[src/rtl/uart_tx_buf.sv]
// -----------------------------------------------------------------------------
// uart_tx_buf
//
// Byte FIFO with a send sequencer. It sits directly in front of uart_tx.
// Producers write bytes at any rate they like, up to the buffer depth. The
// sequencer hands the bytes to uart_tx one at a time. It raises a one-cycle
// send_en pulse with the byte on data_o, then waits for tx_done before it
// issues the next byte.
//
// Parameters
//   DEPTH    number of byte entries (power of two, >= 2)
//   AW       pointer width, log2(DEPTH)
//
// Ports
//   clk       in   system clock, rising edge
//   rst       in   synchronous active-high reset
//   wr_en     in   write strobe, one byte per cycle
//   wr_data   in   byte to enqueue
//   full      out  buffer holds DEPTH bytes
//   empty     out  buffer holds no bytes
//   level     out  current byte count, 0..DEPTH
//   overflow  out  one-cycle pulse for each dropped write
//   send_en   out  start pulse to uart_tx
//   data_o    out  byte presented to uart_tx
//   tx_done   in   completion pulse from uart_tx
//   busy      out  a byte is outstanding in uart_tx
// -----------------------------------------------------------------------------
module uart_tx_buf #(
    parameter int DEPTH = 16,
    parameter int AW    = 4
) (
    input  logic          clk,
    input  logic          rst,
    input  logic          wr_en,
    input  logic [7:0]    wr_data,
    output logic          full,
    output logic          empty,
    output logic [AW:0]   level,
    output logic          overflow,
    output logic          send_en,
    output logic [7:0]    data_o,
    input  logic          tx_done,
    output logic          busy
);

    localparam logic [AW:0] LEVEL_FULL = (AW+1)'(DEPTH);

    typedef enum logic {
        ST_IDLE = 1'b0,
        ST_WAIT = 1'b1
    } state_t;

    // Storage. It has no reset: after a reset the contents are unreachable,
    // because both pointers and the level counter restart from zero.
    logic [7:0] mem [DEPTH];

    logic [AW-1:0] wr_ptr_q, wr_ptr_d;
    logic [AW-1:0] rd_ptr_q, rd_ptr_d;
    logic [AW:0]   level_q, level_d;
    logic          overflow_q, overflow_d;
    logic          send_en_q, send_en_d;
    logic [7:0]    data_o_q, data_o_d;
    state_t        state_q, state_d;

    logic wr_accept;
    logic pop;

    // Status is decoded from the registered count. A write that arrives while
    // full is therefore rejected even if a pop frees a slot on the same edge.
    assign full      = (level_q == LEVEL_FULL);
    assign empty     = (level_q == '0);
    assign wr_accept = wr_en && !full;

    // ---------------- sequencer: state register ----------------
    always_ff @(posedge clk) begin
        if (rst) begin
            state_q <= ST_IDLE;
        end else begin
            state_q <= state_d;
        end
    end

    // ---------------- sequencer: next state ----------------
    // A tx_done that arrives while send_en is still high is honoured. Only a
    // degenerate transmitter can produce that case. In IDLE, tx_done is ignored.
    always_comb begin
        state_d = state_q;
        case (state_q)
            ST_IDLE: if (!empty)  state_d = ST_WAIT;
            ST_WAIT: if (tx_done) state_d = ST_IDLE;
            default:              state_d = ST_IDLE;
        endcase
    end

    // ---------------- sequencer: outputs ----------------
    always_comb begin
        pop  = 1'b0;
        busy = 1'b0;
        case (state_q)
            ST_IDLE: pop  = !empty;
            ST_WAIT: busy = 1'b1;
            default: ;
        endcase
    end

    // ---------------- datapath next-state ----------------
    always_comb begin
        wr_ptr_d   = wr_ptr_q;
        rd_ptr_d   = rd_ptr_q;
        level_d    = level_q;
        send_en_d  = pop;
        data_o_d   = data_o_q;
        overflow_d = wr_en && full;

        if (wr_accept) begin
            wr_ptr_d = wr_ptr_q + AW'(1);
        end
        if (pop) begin
            rd_ptr_d = rd_ptr_q + AW'(1);
            data_o_d = mem[rd_ptr_q];
        end

        case ({wr_accept, pop})
            2'b10:   level_d = level_q + (AW+1)'(1);
            2'b01:   level_d = level_q - (AW+1)'(1);
            default: level_d = level_q;
        endcase
    end

    always_ff @(posedge clk) begin
        if (wr_accept) begin
            mem[wr_ptr_q] <= wr_data;
        end
    end

    always_ff @(posedge clk) begin
        if (rst) begin
            wr_ptr_q   <= '0;
            rd_ptr_q   <= '0;
            level_q    <= '0;
            overflow_q <= 1'b0;
            send_en_q  <= 1'b0;
            data_o_q   <= 8'h00;
        end else begin
            wr_ptr_q   <= wr_ptr_d;
            rd_ptr_q   <= rd_ptr_d;
            level_q    <= level_d;
            overflow_q <= overflow_d;
            send_en_q  <= send_en_d;
            data_o_q   <= data_o_d;
        end
    end

    assign level    = level_q;
    assign overflow = overflow_q;
    assign send_en  = send_en_q;
    assign data_o   = data_o_q;

endmodule

[config.mk]
export PLATFORM = sky130hd
export DESIGN_NAME = uart_tx_buf
export DESIGN_NICKNAME = d
export VERILOG_FILES = /design/src/rtl/uart_tx_buf.sv
export SDC_FILE = /design/constraint.sdc
export NUM_CORES = 1
export LEC_CHECK = 0
export BUFFER_PORTS_ARGS = -buffer_cell sky130_fd_sc_hd__buf_2
export CORE_ASPECT_RATIO = 0.7
export CORE_UTILIZATION = 50
export CTS_BUF_LIST = sky130_fd_sc_hd__clkbuf_8
export CTS_CLUSTER_SIZE = 25
export DETAILED_ROUTE_END_ITERATION = 6
export GPL_TIMING_DRIVEN = 0
export PLACE_DENSITY = 0.65
export SLEW_MARGIN = 20
export SYNTH_ARGS = -nofsm -noshare
export SYNTH_HDL_FRONTEND = slang
export SYNTH_SLANG_ARGS = --single-unit
[constraint.sdc]
create_clock -name clk -period 4.9 [get_ports clk]
set_clock_uncertainty 0.2 [all_clocks]
set_input_delay 0.49 -clock clk [delete_from_list [all_inputs] [get_ports clk]]
set_output_delay 0.49 -clock clk [all_outputs]
set_load 0.02 [all_outputs]
==> impl_metrics.csv <==
group,metric,value,unit
outcome,status,"finished clean",
cts,clock_latency,0.44,ns
logic_synthesis,ys_seq_area_share,71.1,%
logic_synthesis,syn_avg_cell_area,15.3,um^2
route,ant_nets,0,
grt,grt_max_degree,17,
logic_synthesis,synth_warnings,0,
route,drc,0,
hold_path,hold_depth,2,
logic_synthesis,synth_top_area_share,63.2,%
cts,h-tree-depth,4,
power,swShare,30.6,%
die,die_w,134,um
cts,cts.sinks,152,
route,detail_route.first_pass.iterations,4,
sta,setup_tns,0,ns
cells_and_area,final_common_cell,"edfxtp_1",
setup_path,r2r-start,"level[0]",
cells_and_area,syn2layout_area_growth,12.3,%
setup_path,rr_worst_depth,11,
power,ir_drop,0.214,mV
placed_design,gp_congestion,0.794,
cts,postCtsResizedCells,0,
route,wl,12500,um
power,power.share.combinational,22.3,%
cts,path_clk_slew,0.08,ns
cts,clockBufferDepth,2,
cts,cts_tree,"done",
sta,period_share,72.0,%
hold_path,whs_endpoint,"overflow",
logic_synthesis,synth_edf_count,128,
run,cap_viol_max_count,0,
power,seqPwrFrac,48.5,%
placed_design,placed_cells,582,
cts,root_buffer,"clkbuf_8",
die,die_h,94.2,um
logic_synthesis,synth.area.top_cells,"edfxtp_1, mux2i_1, dfxtp_1",
die,ios,30,
sta,report.final.hold_viol_count,0,
logic_synthesis,synth_seq_cells,152,
sta,setup_viol,0,
setup_path,start_kind,"flip-flop",
logic_synthesis,synth_top_area_cell,"edfxtp_1",
cts,post_cts_buffers,0,
cells_and_area,num-fill-cells,934,
grt,grt.overflow.total,0,
power,power_leakage,0.00225,uW
sta,drv_slew,0,
cells_and_area,num_antenna_cells,0,
setup_path,critical_path_required,5.03,ns
grt,antenna_found_initial,0,
cells_and_area,stdcell_count,614,
cts,cts_buffers,17,
cells_and_area,drive_gt1_share,17.3,%
power,power_density,463,mW/mm^2
cts,cts_hold_buf,0,
cells_and_area,layout_common_cells,"edfxtp_1, mux2i_1, nor2_1, buf_2, o22ai_1",
setup_path,critPathMaxFanout,10,
sta,period_needed,3.53,ns
setup_path,end_kind,"flip-flop",
power,switching_power,969,uW
cells_and_area,final_nets,466,
die,initial_utilization,51.7,%
hold_path,worstHoldStart,"wr_en",
placed_design,dp_hpwl,8380,um
setup_path,r2r_end,"level[4]",
sta,fmax,283,MHz
power,p_int,2190,uW
logic_synthesis,synth.distinct_cells,34,
logic_synthesis,syn_inst,397,
placed_design,port_buffers,28,
logic_synthesis,syn-num-nets,419,
route,via_per_inst,5.46,
sta,tightest_slew,0.812,ns
cells_and_area,final_cell_area,0.00682,mm^2
grt,first_global_vias,3244,
sta,rsz0062_at_grt,"false",
logic_synthesis,ys_async_sr_fraction,0,%
die,row_count,33,
power,clkPwrFrac,29.3,%
logic_synthesis,ys.flop_type,"edfxtp_1",
die,core_area,0.0118,mm^2
route,route.vias.total,3355,
setup_path,reg2reg_slack,1.37,ns
placed_design,dpl_cell_area,0.00643,mm^2
die,die_area,0.0126,mm^2
grt,grt_util_all_layers,21.6,%
setup_path,critical_path_class,"reg2reg",
route,drt-initial-drc-count,261,
grt,grt_pass1_wl,19000,um
power,finalPower,3160,uW
sta,maxSlewHeadroom,45.7,%
sta,whs,0.127,ns
hold_path,min_path_type,"in2reg",
route,wl_per_cell,20.3,um
logic_synthesis,netlist_area,0.00608,mm^2
setup_path,arrival,3.66,ns
cells by family after synthesis:
| family | count (synthesis) | share of synthesized area [%] |
|---|---|---|
| compound gates | 50 | 5.25 |
| xor+xnor | 8 | 1.15 |
| fa+ha+maj | 10 | 2.18 |
| buf+inv | 32 | 2.80 |
| flops | 152 | 71.1 |
| mux | 67 | 11.1 |
| simple gates | 78 | 6.42 |
stage by stage:
step	worst slack [ns]	utilization, %
finish	1.37	58.0
global route	1.13	58.0
CTS	1.37	58.0
detailed placement	1.39	54.7
global placement	1.46	54.5
floorplan	1.77	-
how the worst max path moves through the flow:
| stage | slack (ns) | depth (start not counted) | to | startpoint |
|---|---|---|---|---|
| finish | 1.37 | 11 | level[4] | level[0] |
| global route | 1.13 | 11 | level[4] | level[0] |
| CTS | 1.37 | 11 | level[4] | level[0] |
| detailed placement | 1.39 | 11 | level[4] | level[0] |
| global placement | 1.46 | 11 | level[4] | level[0] |
| floorplan | 1.77 | 11 | level[4] | level[0] |
synthesized netlist by cell type (all sizes together) (2+ instances only):
cell and n:
a211oi 8, a21oi 7, buf 13, clkbuf 9, dfxtp 24, edfxtp 128, ha 9, inv 10
mux2i 66, nand2 8, nand2b 2, nand3 2, nand3b 3, nand4 2, nor2 38, nor2b 2
nor3 6, nor4 9, o22ai 32, or3b 3, xnor2 3, xor2 5
critical path, stage by stage, from the launching register on:
cell and delay [ns]:
dfxtp_1 0.46, nor4_4 0.10, a21oi_1 0.28, clkbuf_1 0.47
ha_1 0.36, inv_1 0.12, fa_1 0.39, nor2b_1 0.18
o21ai_1 0.10, nand3_1 0.08, or3b_1 0.36, mux2_1 0.31
power by group through the flow:
stage	sequential (uW)	clock (uW)	combinational (uW)
after floorplan	1600	0	434
after global placement	1560	0	682
after detailed placement	1560	0	703
after CTS	1530	931	705
after global routing	1540	991	766
final	1530	926	704
final cells by class:
type	count	area, um^2	share of cell area, %
clock inverter	15	155	2.27
timing repair buffer	28	140	2.05
multi-input combinational	213	1600	23.5
buffer	22	133	1.94
inverter	10	37.5	0.550
tap	157	196	2.88
sequential	152	4320	63.4
clock buffer	17	234	3.43
sequential cells by signal, indices dropped and copies added, names as in the netlist:
name      count
mem         128
data_o        8
level         5
rd_ptr_q      4
wr_ptr_q      4
overflow      1
send_en       1
state_q       1
per-layer routing:
layer  GRT usage [%]  up-vias  routed length (um)
met1            32.4     1636                6040
met3            5.29       10                 874
met4            6.16        0                 119
li1                -     1611                   -
met5               0        -                   0
met2            31.0       98                5440
(Power assumes the default switching activity.)
